`config.mk`:
```
export PLATFORM = sky130hd
export DESIGN_NAME = sawtooth_keystream_flat
export DESIGN_NICKNAME = d
export VERILOG_FILES = /design/src/rtl/sawtooth_pkg.sv /design/src/rtl/sawtooth_keystream_if.sv /design/src/rtl/sawtooth_keystream_fifo.sv /design/src/rtl/sawtooth_keystream.sv /design/src/flat_wrapper.sv
export SDC_FILE = /design/constraint.sdc
export NUM_CORES = 1
export LEC_CHECK = 0
export ABC_AREA = 1
export CAP_MARGIN = 30
export CORE_MARGIN = 2
export CORE_UTILIZATION = 51
export CTS_BUF_LIST = sky130_fd_sc_hd__clkbuf_8
export CTS_CLUSTER_SIZE = 16
export DETAILED_ROUTE_END_ITERATION = 6
export GPL_TIMING_DRIVEN = 0
export PLACE_DENSITY = 0.82
export SLEW_MARGIN = 10
export SYNTH_ARGS = -nofsm -noshare
export SYNTH_HDL_FRONTEND = slang
export SYNTH_HIERARCHICAL = 1
export SYNTH_SLANG_ARGS = --single-unit
```
`constraint.sdc`:
```
create_clock -name clk -period 2.5 [get_ports clk]
set_input_delay 0.5 -clock clk [delete_from_list [all_inputs] [get_ports clk]]
set_output_delay 0.5 -clock clk [all_outputs]
set_load 0.005 [all_outputs]
```
`src/rtl/sawtooth_pkg.sv`:
```
// rtl/sawtooth_pkg.sv - shared FSM state encoding, guard constant and guard predicate
package sawtooth_pkg;

  typedef enum logic [2:0] {
    IDLE    = 3'd0,
    ISSUE   = 3'd1,
    WAIT    = 3'd2,
    CAPTURE = 3'd3,
    FINISH  = 3'd4
  } state_e;

  localparam logic [31:0] GUARD_X = 32'h3F000000;

  // Results that would freeze the map: Inf/NaN exponent or a signed zero.
  function automatic logic guard_hit(input logic [31:0] v);
    return (v[30:23] == 8'hFF) || (v[30:0] == 31'd0);
  endfunction

endpackage

```
`src/rtl/sawtooth_keystream_if.sv`:
```
// rtl/sawtooth_keystream_if.sv - control, sawtooth-pipeline and keystream signals of the block
interface sawtooth_keystream_if #(
  parameter int PRECISION = 32
);
  logic                 start;
  logic [PRECISION-1:0] seed_x;
  logic [PRECISION-1:0] epsilon;
  logic [15:0]          n_iter;
  logic [PRECISION-1:0] saw_x;
  logic [PRECISION-1:0] saw_eps;
  logic                 saw_valid;
  logic [PRECISION-1:0] saw_result;
  logic [7:0]           ks_data;
  logic                 ks_valid;
  logic                 ks_ready;
  logic                 busy;
  logic                 done;
  logic                 err;

  modport master (
    input  start, seed_x, epsilon, n_iter, saw_result, ks_ready,
    output saw_x, saw_eps, saw_valid, ks_data, ks_valid, busy, done, err
  );

  modport slave (
    output start, seed_x, epsilon, n_iter, saw_result, ks_ready,
    input  saw_x, saw_eps, saw_valid, ks_data, ks_valid, busy, done, err
  );
endinterface

```
`src/rtl/sawtooth_keystream_fifo.sv`:
```
// rtl/sawtooth_keystream_fifo.sv - keystream byte buffer; a full buffer accepts a push when popped in the same cycle
module ks_fifo #(
  parameter int DEPTH = 4,
  parameter int WIDTH = 8
) (
  input  logic             clk,
  input  logic             reset,
  input  logic             push,
  input  logic [WIDTH-1:0] push_data,
  output logic             full,
  input  logic             pop,
  output logic [WIDTH-1:0] pop_data,
  output logic             empty
);
  localparam int AW = (DEPTH > 1) ? $clog2(DEPTH) : 1;

  logic [WIDTH-1:0] mem_q [DEPTH];
  logic [AW:0]      wr_q, rd_q;
  logic             do_push, do_pop;

  assign empty   = (wr_q == rd_q);
  assign full    = (wr_q[AW] != rd_q[AW]) && (wr_q[AW-1:0] == rd_q[AW-1:0]);
  assign do_pop  = pop && !empty;
  assign do_push = push && (!full || do_pop);
  assign pop_data = empty ? '0 : mem_q[rd_q[AW-1:0]];

  always_ff @(posedge clk) begin
    if (do_push) mem_q[wr_q[AW-1:0]] <= push_data;
  end

  always_ff @(posedge clk) begin
    if (reset) begin
      wr_q <= '0;
      rd_q <= '0;
    end else begin
      if (do_push) wr_q <= wr_q + 1'b1;
      if (do_pop)  rd_q <= rd_q + 1'b1;
    end
  end
endmodule

```
`src/rtl/sawtooth_keystream.sv`:
```
// rtl/sawtooth_keystream.sv - iterates an external sawtooth pipeline and emits keystream bytes
// Optional result guard: define SAWTOOTH_KS_GUARD_EN.
module sawtooth_keystream
  import sawtooth_pkg::*;
#(
  parameter int PRECISION   = 32,
  parameter int SAW_LATENCY = 12,
  parameter int WARMUP      = 16,
  parameter int FIFO_DEPTH  = 4
) (
  input  logic                 clk,
  input  logic                 reset,
  sawtooth_keystream_if.master bus
);
  localparam logic [2:0]  S_IDLE    = IDLE;
  localparam logic [2:0]  S_ISSUE   = ISSUE;
  localparam logic [2:0]  S_WAIT    = WAIT;
  localparam logic [2:0]  S_CAPTURE = CAPTURE;
  localparam logic [2:0]  S_FINISH  = FINISH;
  localparam int          WCW         = (SAW_LATENCY > 1) ? $clog2(SAW_LATENCY) : 1;
  localparam logic [15:0] WARMUP_INIT = 16'(WARMUP);

  logic [2:0]           state_q, state_d;
  logic [PRECISION-1:0] x_q, x_d, eps_q, eps_d;
  logic [15:0]          bytes_q, bytes_d, warm_q, warm_d;
  logic [WCW-1:0]       wait_q, wait_d;
  logic                 err_q, err_d, done_q, done_d;
  logic [PRECISION-1:0] res_fix;
  logic                 res_bad, push, fifo_full, fifo_empty, fifo_ready;
  logic [7:0]           push_data, pop_data;

`ifdef SAWTOOTH_KS_GUARD_EN
  assign res_bad = guard_hit(32'(bus.saw_result));
  assign res_fix = res_bad ? PRECISION'(GUARD_X) : bus.saw_result;
`else
  assign res_bad = 1'b0;
  assign res_fix = bus.saw_result;
`endif

  assign push_data  = res_fix[7:0] ^ res_fix[15:8];
  assign fifo_ready = !fifo_full || bus.ks_ready;

  always_comb begin
    state_d = state_q;
    x_d     = x_q;
    eps_d   = eps_q;
    bytes_d = bytes_q;
    warm_d  = warm_q;
    wait_d  = wait_q;
    err_d   = err_q;
    done_d  = 1'b0;
    push    = 1'b0;
    case (state_q)
      S_IDLE: begin
        if (bus.start) begin
          x_d     = bus.seed_x;
          eps_d   = bus.epsilon;
          bytes_d = bus.n_iter;
          warm_d  = WARMUP_INIT;
          state_d = (bus.n_iter == 16'd0) ? S_FINISH : S_ISSUE;
        end
      end
      S_ISSUE: begin
        wait_d  = WCW'(SAW_LATENCY - 2);
        state_d = S_WAIT;
      end
      S_WAIT: begin
        if (wait_q == '0) state_d = S_CAPTURE;
        else              wait_d  = wait_q - 1'b1;
      end
      S_CAPTURE: begin
        if (warm_q != 16'd0) begin
          x_d     = res_fix;
          err_d   = err_q | res_bad;
          warm_d  = warm_q - 16'd1;
          state_d = S_ISSUE;
        end else if (fifo_ready) begin
          // Without buffer room the result is left on saw_result and retried.
          x_d     = res_fix;
          err_d   = err_q | res_bad;
          push    = 1'b1;
          bytes_d = bytes_q - 16'd1;
          state_d = (bytes_q == 16'd1) ? S_FINISH : S_ISSUE;
        end
      end
      S_FINISH: begin
        if (fifo_empty) begin
          done_d  = 1'b1;
          state_d = S_IDLE;
        end
      end
      default: state_d = S_IDLE;
    endcase
  end

  always_ff @(posedge clk) begin
    if (reset) begin
      state_q <= S_IDLE;
      x_q     <= '0;
      eps_q   <= '0;
      bytes_q <= '0;
      warm_q  <= '0;
      wait_q  <= '0;
      err_q   <= 1'b0;
      done_q  <= 1'b0;
    end else begin
      state_q <= state_d;
      x_q     <= x_d;
      eps_q   <= eps_d;
      bytes_q <= bytes_d;
      warm_q  <= warm_d;
      wait_q  <= wait_d;
      err_q   <= err_d;
      done_q  <= done_d;
    end
  end

  ks_fifo #(
    .DEPTH (FIFO_DEPTH),
    .WIDTH (8)
  ) u_fifo (
    .clk       (clk),
    .reset     (reset),
    .push      (push),
    .push_data (push_data),
    .full      (fifo_full),
    .pop       (bus.ks_ready),
    .pop_data  (pop_data),
    .empty     (fifo_empty)
  );

  assign bus.saw_valid = (state_q == S_ISSUE);
  assign bus.saw_x     = bus.saw_valid ? x_q : '0;
  assign bus.saw_eps   = bus.saw_valid ? eps_q : '0;
  assign bus.ks_valid  = !fifo_empty;
  assign bus.ks_data   = pop_data;
  assign bus.busy      = (state_q != S_IDLE);
  assign bus.done      = done_q;
  assign bus.err       = err_q;
endmodule

```
`src/flat_wrapper.sv`:
```
// flat-port wrapper written by rule: the top's interface ports become plain ports
module sawtooth_keystream_flat import sawtooth_pkg::*;
#(
  parameter int PRECISION   = 32,
  parameter int SAW_LATENCY = 12,
  parameter int WARMUP      = 16,
  parameter int FIFO_DEPTH  = 4
)
  (clk, reset, bus_start, bus_seed_x, bus_epsilon, bus_n_iter, bus_saw_result, bus_ks_ready, bus_saw_x, bus_saw_eps, bus_saw_valid, bus_ks_data, bus_ks_valid, bus_busy, bus_done, bus_err);
  sawtooth_keystream_if #(.PRECISION(PRECISION)) bus_i ();
  input  logic clk;
  input  logic reset;
  input wire logic [$bits(bus_i.start)-1:0] bus_start;
  input wire logic [$bits(bus_i.seed_x)-1:0] bus_seed_x;
  input wire logic [$bits(bus_i.epsilon)-1:0] bus_epsilon;
  input wire logic [$bits(bus_i.n_iter)-1:0] bus_n_iter;
  input wire logic [$bits(bus_i.saw_result)-1:0] bus_saw_result;
  input wire logic [$bits(bus_i.ks_ready)-1:0] bus_ks_ready;
  output wire logic [$bits(bus_i.saw_x)-1:0] bus_saw_x;
  output wire logic [$bits(bus_i.saw_eps)-1:0] bus_saw_eps;
  output wire logic [$bits(bus_i.saw_valid)-1:0] bus_saw_valid;
  output wire logic [$bits(bus_i.ks_data)-1:0] bus_ks_data;
  output wire logic [$bits(bus_i.ks_valid)-1:0] bus_ks_valid;
  output wire logic [$bits(bus_i.busy)-1:0] bus_busy;
  output wire logic [$bits(bus_i.done)-1:0] bus_done;
  output wire logic [$bits(bus_i.err)-1:0] bus_err;
  assign bus_i.start = bus_start;
  assign bus_i.seed_x = bus_seed_x;
  assign bus_i.epsilon = bus_epsilon;
  assign bus_i.n_iter = bus_n_iter;
  assign bus_i.saw_result = bus_saw_result;
  assign bus_i.ks_ready = bus_ks_ready;
  assign bus_saw_x = bus_i.saw_x;
  assign bus_saw_eps = bus_i.saw_eps;
  assign bus_saw_valid = bus_i.saw_valid;
  assign bus_ks_data = bus_i.ks_data;
  assign bus_ks_valid = bus_i.ks_valid;
  assign bus_busy = bus_i.busy;
  assign bus_done = bus_i.done;
  assign bus_err = bus_i.err;
  sawtooth_keystream #(.PRECISION(PRECISION), .SAW_LATENCY(SAW_LATENCY), .WARMUP(WARMUP), .FIFO_DEPTH(FIFO_DEPTH)) u_core (.clk(clk), .reset(reset), .bus(bus_i));
endmodule
```
======== Word level (Yosys, flattened, before mapping) ========
Memory sizes are Yosys's and may differ from the RTL's. A register that Yosys moved wholly into a read port is not among the register bits.
Index checks and enable logic that the tools add are counted.
operators by class
  add/sub/neg operators ................... 5
  $mul .................................... 0
  div/mod/pow operators ................... 0
  magnitude comparators ................... 0
  eq/ne operators ......................... 16
  shift operators ......................... 0
  multiplexer cells ....................... 32
  bitwise logic cells ..................... 2
  reductions and logical operators ........ 21
operators by type and width
  operator               number
  $mux 32                5
  $mux 16                5
  $pmux 16 s2            2
  $pmux 32 s2            1
  $sub 16x1->16 const B  2
  $mux 3                 7
  $eq 16x1->1 const B    1
  $logic_not 16->1       1
  $reduce_bool 16->1     1
  $pmux 3 s5             1
  $mux 8                 1
  $ne 2x1->1 const B     4
  $pmux 4 s2             1
  $reduce_and 4->1       2
  $xor 8x8->8            1
  $add 3x1->3 const B    2
  $eq 3x2->1 const B     2
  $mux 1                 6
  $ne 2x2->1 const B     3
  $reduce_and 3->1       2
  $logic_not 4->1        1
  $mux 2                 2
  $mux 4                 1
  $reduce_and 2->1       2
  15 further kinds       20
storage, ports and cells
  register bits after elaboration ......... 110
  bits in latches ......................... 0
  bits in writable memories ............... 32
  bits in read-only memories .............. 0
  input bits .............................. 116
  word-level logic and storage cells ...... 86
  memories kept ........................... 1
memories
  memory               words  width  read ports  clocked after Yosys merged registers in  write ports  RTL line                       RTL
  u_core.u_fifo.mem_q  4      8      1           1                                        1            sawtooth_keystream_fifo.sv:17  logic [WIDTH-1:0] mem_q [DEPTH];

======== Logic depth before layout (Yosys ltp) ========
Gate-level depths: netlist of the first run.
  word-level depth ........................ 10
  gate-level depth with buffers ........... 13

======== Hierarchy ========
Netlist of the first run, hierarchy kept.
modules (own cells, without submodules)
  module              instances  cells each  area an instance (um^2)  sequential area each (um^2)
  sawtooth_keystream  1          971         5982.0                   2082.0
  ks_fifo             1          160         1742.9                   1121.1

======== Least setup slack after synthesis of the first run ========
Ideal clock, no wire load.
  path type ............................... reg2reg
  start point ............................. register u_core.u_fifo.wr_q[1]
  end point ............................... memory u_core.u_fifo.mem_q[0][0], enable pin
  setup time .............................. 0.371 ns
  arrival ................................. 1.682 ns
  required time ........................... 2.129 ns
  setup slack ............................. 0.447 ns
  stages on the path, launching flop included .. 13
  path buffers ............................ 0
  period minus slack after synthesis ...... 2.053 ns
  cells stage by stage .................... dfxtp_1 -> inv_1 -> nand2_1 -> nand2_1 -> nand2_1 -> nor2_1 -> inv_1 -> nor2_1 -> inv_1 -> nand4_4 -> inv_1 -> nand2_2 -> nor2_1
between the ends
  word-level cells in the longest chain between the ends .. 10
  elaborated cells on any way between the ends .. 14
  classes of those cells .................. eq/ne: 2; mux: 5; reduce/logical: 7
RTL lines
  element                       RTL line                       RTL
  from (decl)                   sawtooth_keystream_fifo.sv:18  logic [AW:0] wr_q, rd_q;
  from (signal assigned)        sawtooth_keystream_fifo.sv:36  if (do_push) wr_q <= wr_q + 1'b1;
  $eq 2x2->1                    sawtooth_keystream_fifo.sv:22  assign full = (wr_q[AW] != rd_q[AW]) && (wr_q[AW-1:0] == rd_q[AW-1:0]);
  $logic_and 1x1->1             sawtooth_keystream_fifo.sv:22
  via u_core.fifo_full          sawtooth_keystream.sv:29       logic res_bad, push, fifo_full, fifo_empty, fifo_ready;
  $logic_not 1->1               sawtooth_keystream.sv:41       assign fifo_ready = !fifo_full || bus.ks_ready;
  $logic_or 1x1->1              sawtooth_keystream.sv:41
  $mux 1                        sawtooth_keystream.sv:77       end else if (fifo_ready) begin
  $mux 1                        sawtooth_keystream.sv:72       if (warm_q != 16'd0) begin
  $mux 1                        sawtooth_keystream.sv:53       case (state_q)
  via u_core.push               sawtooth_keystream.sv:29
  $logic_and 1x1->1             sawtooth_keystream_fifo.sv:24  assign do_push = push && (!full || do_pop);
  $mux 1                        sawtooth_keystream_fifo.sv:28  if (do_push) mem_q[wr_q[AW-1:0]] <= push_data;
  $mux 1 (not written as such)  sawtooth_keystream_fifo.sv:28
  to (decl)                     sawtooth_keystream_fifo.sv:17
The timed path passes the listed nets, and every way through them passes these cells.

======== Final worst setup path of the first run ========
  start point ............................. register u_core.warm_q[0]
  end point ............................... memory u_core.u_fifo.mem_q[2][3], enable pin
between the ends
  word-level cells in the longest chain between the ends .. 6
RTL lines
  element                       RTL line                       RTL
  from (decl)                   sawtooth_keystream.sv:25       logic [15:0] bytes_q, bytes_d, warm_q, warm_d;
  from (signal assigned)        sawtooth_keystream.sv:111      warm_q <= warm_d;
  $reduce_bool 16->1            sawtooth_keystream.sv:72
  $mux 1                        sawtooth_keystream.sv:72
  $mux 1                        sawtooth_keystream.sv:53
  via u_core.push               sawtooth_keystream.sv:29
  $logic_and 1x1->1             sawtooth_keystream_fifo.sv:24
  $mux 1                        sawtooth_keystream_fifo.sv:28
  $mux 1 (not written as such)  sawtooth_keystream_fifo.sv:28
The timed path passes the listed nets, and every way through them passes these cells.

==> results of run 1 <==
-- routing by layer --
metal / GRT usage [%] / up-vias / wire, um
met3: 7.54 / 49 / 2060
met2: 49.3 / 364 / 11300
met1: 33.4 / 3670 / 8780
met4: 11.4 / 0 / 703
met5: 0 / - / 0
li1: - / 4007 / -
-- worst max-delay path, cell delays in order (launching register included) --
cell,delay (ns)
dfxtp_1,0.32
inv_1,0.13
ha_1,0.22
nand3_1,0.11
nor2_2,0.20
nand4_4,0.20
inv_1,0.18
nand2_2,0.14
nor2_1,0.60
-- area by class of cell --
type                       count  area [um2]
fill                        1197        4130
sequential                   144        3220
buffer                        53         364
tap                          184         230
multi-input combinational    787        3760
clock buffer                  18         248
inverter                     146         563
timing repair buffer         203        1990
clock inverter                14         144
-- cells in the final DEF (no fill, tap or decap), types with 4 or more instances in the layout --
cell	synthesis	final
inv_2	5	6
inv_1	138	139
clkbuf_8	0	20
o21ai_1	5	7
nor2_1	210	202
nor2_2	2	8
buf_4	4	14
or2_2	6	6
o21ai_0	59	57
o32ai_2	0	4
nand2_2	3	5
clkdlybuf4s50_1	0	121
o32ai_1	8	4
nand3_1	90	90
clkinv_2	2	4
ha_1	11	11
nand2_4	4	4
nand2_1	260	258
dfxtp_2	0	7
nor2_4	2	4
buf_6	6	12
dlygate4sd2_1	0	51
dfxtp_1	112	102
dlymetal6s2s_1	0	18
clkbuf_1	20	18
edfxtp_1	32	32
buf_2	22	16
xor2_1	16	16
a21oi_1	90	90
-- logic make-up (layout without fill, tap and decap cells) --
logic type	Yosys count	in the layout	share of synthesized area, %
other	1	1	0.0485
DFF	144	144	41.5
adders and majority gates	11	11	1.78
xor gates and xnor gates	17	17	2.02
and+or+nand+nor	592	592	32.5
AOI/OAI and AO/OA	166	166	11.3
buffers and inverters	200	434	10.9
-- worst paths after layout --
kind	endpoint	slack [ns]	cells past startpoint
worst max-delay path	u_core/u_fifo/mem_q[2][3]	0.02	8
worst min-delay path	u_core/eps_q[0]	0.46	2
worst min register to register	u_core/eps_q[0]	0.46	2
worst max register to register	u_core/u_fifo/mem_q[2][3]	0.02	8
-- state kept, by name (all words and copies together), names as in the netlist, named ones only --
name,count
u_core/wait_q,4
u_core/bytes_q,16
u_core/x_q,32
u_core/u_fifo/rd_q,3
u_core/eps_q,32
u_core/state_q,3
u_core/u_fifo/mem_q,32
u_core/warm_q,16
u_core/u_fifo/wr_q,3
u_core/bus.done,1
-- repair_timing --
action / 4_1_cts / 5_1_grt
gates cloned: 4 / 0
endpoints found under the setup margin: 82 / 55
pin swaps: 3 / 10
resized for setup: 97 / 37
buffers inserted: 4 / 4
hold endpoints to repair: 0 / 0
-- cell usage after synthesis, drive strengths merged (3+ instances only) --
| cell type | number | area (um2) |
|---|---|---|
| buf | 33 | 211 |
| clkinv | 3 | 13.8 |
| a21oi | 90 | 450 |
| ha | 11 | 138 |
| edfxtp | 32 | 961 |
| clkbuf | 21 | 80.1 |
| nand4 | 5 | 52.6 |
| inv | 143 | 537 |
| nor3 | 5 | 41.3 |
| o32ai | 8 | 70.1 |
| o21ai | 64 | 320 |
| nand3 | 95 | 515 |
| xor2 | 16 | 140 |
| nor2 | 214 | 823 |
| or2 | 6 | 37.5 |
| dfxtp | 112 | 2240 |
| nand2 | 267 | 1040 |
-- power by group --
group	switching (uW)	internal (uW)	leakage [uW]
clock network	911	911	0.000198
logic	1450	1060	0.00360
registers	163	2620	0.00121
-- through the flow --
step / setup slack [ns] / area, um2
floorplan: 0.447 / 7720
global placement: -0.361 / 9870
detailed placement: -0.346 / 9870
CTS: 0.000433 / 10400
global route: -0.177 / 10500
finish: 0.0151 / 10500
==> results_dict.tcl, run 1 <==
set metrics [dict create \
    status "complete, no violations" \
    drive_above_1_share_pct 9.96 \
    port_buffers 191 \
    grt_pass1_wl_um 36500 \
    clock_sinks 144 \
    syn_area_mm2 0.00772 \
    peakVddDrop_mv 0.404 \
    numCtsBuffers 17 \
    die-width_um 127 \
    worst_setup_path_start_kind "flop" \
    synth_edf_count 32 \
    slew_headroom_pct 49.3 \
    hold_class "reg -> reg" \
    drtAntennaViolNets 0 \
    die_h_um 127 \
    clkLatencyLatePin_ns 0.45 \
    tns_ns 0 \
    hpwl_um 16600 \
    wl_per_cell_um 14.8 \
    grt_max_degree 17 \
    place_congestion 0.954 \
    drt-total-wl_um 22900 \
    setup_violations 0 \
    report.final.slew_viol_count 0 \
    fin_nets 1479 \
    cts_hold_buf 0 \
    hold_path_startpoint "u_core/eps_q[0]" \
    grt_remaining_overflow 0 \
    stdcell_count 1549 \
    clock.fmax_mhz 402 \
    coreArea_mm2 0.0146 \
    power.total_uw 7120 \
    hold-worst-slack_ns 0.456 \
    h-tree-depth 4 \
    final.setup_skew_ns 0.0128 \
    period_share_pct 99.4 \
    antenna_cells 0 \
    syn-num-nets 1258 \
    powerDensity_mw_per_mm2 677 \
    vias 8090 \
    dr.pass1.iters 6 \
    crit_path_end_kind "flop" \
    r2r_start "u_core/warm_q[0]" \
    period_needed_ns 2.48 \
    timing.final.hold_violations 0 \
    crit_arrival_ns 2.56 \
    place_inst 1506 \
    worstSetupPathType "reg -> reg" \
    vias_per_cell 5.22 \
    ys_seq_area_share_pct 41.5 \
    path_clk_slew_ns 0.08 \
    dieArea_mm2 0.0161 \
    rsz0062_at_grt "yes" \
    critical_path_required_ns 2.58 \
    worst_slew_pin_slew_ns 0.757 \
    synth-seq-cells 144 \
    post-route-util_pct 71.8 \
    synth_cell_type_count 39 \
    root_buffer "clkbuf_8" \
    syn_to_final_growth_pct 36.2 \
    yosysWarnings 6 \
    cts_tree "built" \
    async_flop_share_pct 0 \
    setup.worst_path.start "u_core/warm_q[0]" \
    max_cap_viol_count 0 \
    globalRouteTotalUtil_pct 28.4 \
    drc 0 \
    leakagePower_uw 0.00501 \
    first_global_vias 7659 \
    synth_area_per_cell_um2 6.83 \
    initial_core_util_pct 52.8 \
    path_max_fanout 8 \
    drt-initial-drc-count 567 \
    cts_buffer_depth 2 \
    io_pins 193 \
    ys.flop_type "dfxtp_1" \
    row_count 44 \
    synth_cells 1131 \
    antenna_found_initial 0 \
]
Note: power is estimated with default switching activity, not from simulation.
==> run 2: changes to the inputs <==
--- a/config.mk
+++ b/config.mk
@@ -9,7 +9,7 @@
 export CAP_MARGIN = 30
 export CORE_MARGIN = 2
 export CORE_UTILIZATION = 51
-export CTS_BUF_LIST = sky130_fd_sc_hd__clkbuf_8
+export CTS_BUF_LIST = sky130_fd_sc_hd__clkbuf_2
 export CTS_CLUSTER_SIZE = 16
 export DETAILED_ROUTE_END_ITERATION = 6
 export GPL_TIMING_DRIVEN = 0
==> run 2 against run 1 <==
  * The flow now finishes with violations (design-rule violations, negative setup slack)
  * Core utilization up 2.8 points
  * Routed wire length up 9.8%
  * Critical path depth down 1
  * Sequential share of layout area down 1.1 points
  * Maximum frequency down 7.2%
  * Clock-buffer cell count up 1
  * Clock power down 25%
  * Final cell count up 1.7%
  * Register-to-register slack better by 0.12 ns
  * Critical path type is now reg -> out
  * Largest cell class unchanged
  * Largest power group is now combinational cells
==> results_dict.tcl, run 2 (synthesis gave the netlist of run 1 again) <==
set metrics [dict create \
    clock_sinks 144 \
    max_stage_delay_ns 0.42 \
    num-fill-cells 1099 \
    vias 8287 \
    fin_nets 1505 \
    coreArea_mm2 0.0146 \
    met3_usage_pct 7.20 \
    dieArea_mm2 0.0161 \
    violations "design-rule violations, negative setup slack" \
    post-place-ws_ns -0.346 \
    dpl_cell_area_mm2 0.00987 \
    die_h_um 127 \
    cts_buffer_depth 2 \
    post-route-util_pct 74.6 \
    antenna_found_initial 1 \
    crit_chain "buf_8, buf_6, o21ai_0, o32ai_2, nand2_2, inv_1, buf_2" \
    initial_core_util_pct 52.8 \
    numCtsBuffers 17 \
    drtAntennaViolNets 0 \
    hold_class "in -> reg" \
    setup_violations 35 \
    cp_top_family "compound AO/OA/AOI/OAI gates" \
    worst_slew_pin_slew_ns 0.565 \
    final.setup_skew_ns 0.0448 \
    timing.final.hold_violations 0 \
    clkLatencyLatePin_ns 0.77 \
    hpwl_um 16600 \
    period_share_pct 107 \
    path_max_fanout 5 \
    critical_path_required_ns 2.00 \
    drc 1 \
    vias_per_cell 5.26 \
    layout_commonest_cell "nand2_1" \
    critPathBufInv 4 \
    port_buffers 191 \
    place_congestion 0.954 \
    grt_pass1_wl_um 38700 \
    drt-total-wl_um 25100 \
    report.final.slew_viol_count 0 \
    final_cell_mix "nand2_1, nor2_1, inv_1" \
    rsz0062_at_grt "yes" \
    peakVddDrop_mv 0.365 \
    wl_per_cell_um 15.9 \
    row_count 44 \
    grt_max_degree 17 \
    power.total_uw 7200 \
    grt-busiest-layer "met2" \
    leakagePower_uw 0.00479 \
    final_cell_area_mm2 0.0109 \
    worstSetupPathType "reg -> out" \
    root_buffer "clkbuf_2" \
    drt-initial-drc-count 736 \
    crit_arrival_ns 2.18 \
    grt_remaining_overflow 0 \
    powerDensity_mw_per_mm2 658 \
    h-tree-depth 4 \
    drive_above_1_share_pct 22.6 \
    first_global_vias 7960 \
    use_met2_pct 53.3 \
    status "finished with violations" \
    globalRouteTotalUtil_pct 30.2 \
    clock.fmax_mhz 374 \
    io_pins 193 \
    cp_slowest_cell "dfxtp_4" \
    cts_tree "built" \
    syn_to_final_growth_pct 41.5 \
    use_met1_pct 35.4 \
    crit_path_end_kind "output pin" \
    setup_ws_ns -0.177 \
    period_needed_ns 2.68 \
    die-width_um 127 \
    slew_headroom_pct 62.4 \
    worst_setup_path_start_kind "flop" \
    max_cap_viol_count 0 \
    path_clk_slew_ns 0.22 \
    dr.pass1.iters 7 \
]
-- run 2: routing by layer --
layer	up-vias	routed length (um)
met5	-	0
met4	0	874
met3	66	1950
met2	376	12800
met1	3780	9480
li1	4065	-
-- run 2: cell type report --
type | instances | area, um2 | share of cell area [%]
inverter | 146 | 564 | 5.16
timing repair buffer | 229 | 2070 | 18.9
antenna | 1 | 2.50 | 0.0229
clock inverter | 13 | 140 | 1.28
clock buffer | 19 | 95.1 | 0.870
sequential | 144 | 3230 | 29.6
multi-input combinational | 787 | 4170 | 38.2
tap | 184 | 230 | 2.11
buffer | 53 | 427 | 3.90
-- run 2: worst reg2reg max path, cell delays in order (launching register included) --
cell,delay (ns)
dfxtp_2,0.40
inv_1,0.06
nand2_1,0.08
nand2_2,0.09
buf_4,0.16
nand2_1,0.06
nor2_1,0.04
inv_1,0.04
nor2_1,0.08
inv_1,0.13
nand4_4,0.18
inv_1,0.20
nand2_2,0.22
nor2_4,0.32
-- run 2: what timing repair did --
action / in CTS / in global routing
buffers inserted: 25 / 6
pin swaps: 15 / 15
cloned: 7 / 2
setup endpoints to repair: 89 / 106
hold buffers: 0 / 0
resized for setup: 419 / 100
-- run 2: worst paths after layout --
check	end	from	slack, ns	cells after the start
worst max register to register	u_core/u_fifo/mem_q[1][3]	u_core/u_fifo/rd_q[1]	0.14	13
worst min register to register	u_core/eps_q[11]	u_core/eps_q[11]	0.47	2
worst max-delay path	bus_ks_data[5]	flop	-0.18	7
worst min-delay path	u_core/eps_q[25]	bus_epsilon[25]	0.33	3
-- run 2: power by group --
group / switching, uW / leakage [uW] / total, uW / internal, uW
clock: 898 / 0.000138 / 1370 / 469
sequential: 158 / 0.00121 / 2780 / 2630
combinational: 1720 / 0.00344 / 3050 / 1330
total: 2770 / 0.00479 / 7200 / 4420
-- run 2: through the flow --
| stage | std cells | hold slack, ns | TNS [ns] |
|---|---|---|---|
| 6_report | 1576 | 0.326 | -1.79 |
| 5_1_grt | 1576 | 0.303 | -8.00 |
| 3_5_place_dp | 1506 | 0.444 | -22.26 |
| 3_3_place_gp | 1506 | 0.436 | -18.89 |
| 4_1_cts | 1569 | 0.297 | -2.77 |
| 2_1_floorplan | 1131 | 0.422 | 0 |
==> run 3: changes to the inputs <==
--- a/config.mk
+++ b/config.mk
@@ -7,13 +7,15 @@
 export LEC_CHECK = 0
 export ABC_AREA = 1
 export CAP_MARGIN = 30
+export CELL_PAD_IN_SITES_DETAIL_PLACEMENT = 1
+export CELL_PAD_IN_SITES_GLOBAL_PLACEMENT = 1
 export CORE_MARGIN = 2
-export CORE_UTILIZATION = 51
+export CORE_UTILIZATION = 36
 export CTS_BUF_LIST = sky130_fd_sc_hd__clkbuf_2
 export CTS_CLUSTER_SIZE = 16
 export DETAILED_ROUTE_END_ITERATION = 6
 export GPL_TIMING_DRIVEN = 0
-export PLACE_DENSITY = 0.82
+export PLACE_DENSITY_LB_ADDON = 0.1
 export SLEW_MARGIN = 10
 export SYNTH_ARGS = -nofsm -noshare
 export SYNTH_HDL_FRONTEND = slang
==> run 3 against run 2 <==
  * The flow finishes with violations (negative setup slack)
  * Clock power up 8%
  * Clock-buffer cell count down 2
  * Critical path depth down 1
  * Via count down 0.28%
==> results_dict.tcl, run 3 (synthesis gave the netlist of run 1 again) <==
set metrics [dict create \
    reg2regPathDepth 8 \
    max_cap_viol_count 0 \
    period_needed_ns 2.54 \
    worst_setup_path_start_kind "flop" \
    dpl_cell_area_mm2 0.00998 \
    setup_ws_ns -0.0362 \
    die_h_um 150 \
    slew_headroom_pct 56.8 \
    coreArea_mm2 0.0210 \
    holdPathStages 3 \
    critical_path_required_ns 2.00 \
    first_global_vias 8587 \
    drt-initial-drc-count 370 \
    path_max_fanout 8 \
    clkLatencyLatePin_ns 0.76 \
    drc 0 \
    die-width_um 150 \
    port_buffers 191 \
    syn_to_final_growth_pct 46.9 \
    row_count 53 \
    peakVddDrop_mv 0.258 \
    final_cell_area_mm2 0.0114 \
    initial_core_util_pct 36.7 \
    grt_remaining_overflow 0 \
    rsz0062_at_grt "yes" \
    clock.fmax_mhz 394 \
    status "finished with violations" \
    dieArea_mm2 0.0226 \
    clock_sinks 144 \
    place_congestion 0.862 \
    cp_top_family "buffers and inverters" \
    critPathBufInv 4 \
    timing.final.hold_violations 0 \
    vias_per_cell 4.93 \
    drive_above_1_share_pct 24.1 \
    setup_violations 18 \
    hpwl_um 20200 \
    grt_max_degree 17 \
    hold_path_startpoint "bus_epsilon[27]" \
    drtAntennaViolNets 0 \
    tns_ns -0.289 \
    cts_tree "built" \
    fin_nets 1515 \
    r2r_slack_ns 0.19 \
    violations "negative setup slack" \
    path_depth 6 \
    path_clk_slew_ns 0.26 \
    regToRegEndpoint "u_core/u_fifo/mem_q[1][3]" \
    dr.pass1.iters 5 \
    power.total_uw 7520 \
    leakagePower_uw 0.00487 \
    r2r_start "u_core/warm_q[0]" \
    cts_hold_buf 0 \
    cts_buffer_depth 2 \
    crit_path_end_kind "output pin" \
    powerDensity_mw_per_mm2 663 \
    wl_per_cell_um 17.6 \
    crit_chain "nor3_4, inv_2, clkbuf_16, clkbuf_16, nor2_4, buf_2" \
    numCtsBuffers 17 \
    period_share_pct 101 \
    cp_common_cell "clkbuf_16" \
    root_buffer "clkbuf_2" \
    grt_pass1_wl_um 44900 \
    report.final.slew_viol_count 0 \
    io_pins 193 \
    cp_slowest_cell "dfxtp_4" \
    crit_arrival_ns 2.04 \
    antenna_found_initial 1 \
    globalRouteTotalUtil_pct 25.8 \
    final.setup_skew_ns 0.0538 \
    drt-total-wl_um 29600 \
    hold-path-endpoint "u_core/eps_q[27]" \
    hold_class "in -> reg" \
    final_cell_mix "nand2_1, inv_1, nor2_1" \
    layout_commonest_cell "nand2_1" \
    worst_slew_pin_slew_ns 0.648 \
    max_stage_delay_ns 0.41 \
    vias 8264 \
    worstSetupPathType "reg -> out" \
    h-tree-depth 4 \
]
run 3: cell types whose count changed in the layout (fill, tap and decap cells not counted), moves of 3 or more:
cell	delta
buf_2	-5
buf_4	+4
buf_6	+16
clkbuf_2	-4
clkinvlp_4	-3
inv_6	+6
nand2_1	+5
nand2_2	-5
nor2_1	-15
nor2_2	-8
nor2_4	+23
o21ai_2	+3
run 3: power by group:
part / total (uW) / internal (uW) / switching [uW]
registers: 2810 / 2630 / 177
logic: 3230 / 1400 / 1830
clock network: 1480 / 493 / 991
run 3: metal layers:
layer  GRT usage [%]  share of wire, %
met5               0                 0
met4            8.58               2.1
met2            45.2                51
met1            31.2                42
met3            5.67               5.2
run 3: cell type report:
| class | count | area, um2 |
|---|---|---|
| Fill cell | 2658 | 9670 |
| Multi-Input combinational cell | 787 | 4320 |
| Sequential cell | 144 | 3240 |
| Timing Repair Buffer | 241 | 2230 |
| Inverter | 146 | 566 |
| Buffer | 51 | 398 |
| Tap cell | 275 | 344 |
| Clock inverter | 15 | 168 |
| Clock buffer | 17 | 85.1 |
| Antenna cell | 1 | 2.50 |
run 3: how the worst max path moves through the flow:
| stage | to | start | slack (ns) |
|---|---|---|---|
| finish | bus_saw_eps[5] | u_core/state_q[2] | -0.04 |
| global placement | u_core/u_fifo/mem_q[1][2] | bus_ks_ready | -0.51 |
| global route | bus_ks_data[6] | flop | -0.20 |
| detailed placement | u_core/u_fifo/mem_q[1][2] | bus_ks_ready | -0.56 |
| CTS | bus_saw_eps[5] | u_core/state_q[0] | -0.17 |
| floorplan | u_core/u_fifo/mem_q[0][0] | u_core/u_fifo/wr_q[1] | 0.45 |
run 3: what timing repair did:
action,CTS,global route
pin swaps,26,15
endpoints found under the setup margin,107,106
cloned,4,4
gates resized for setup,434,138
endpoints found under the hold margin,0,0
buffers inserted,34,8
run 3: stage by stage:
stage	utilization [%]	hold WS (ns)	std cells	setup WS, ns
5_1_grt	54.0	0.240	1677	-0.198
2_1_floorplan	-	0.422	1131	0.447
4_1_cts	51.4	0.264	1666	-0.167
3_5_place_dp	47.5	0.449	1597	-0.563
6_report	54.0	0.343	1677	-0.0362
3_3_place_gp	47.5	0.439	1597	-0.511
run 3: tightest hold or removal path, stage by stage:
cell	delay, ns
clkdlybuf4s50_1	0.39
o21ai_0	0.15
a21oi_1	0.04
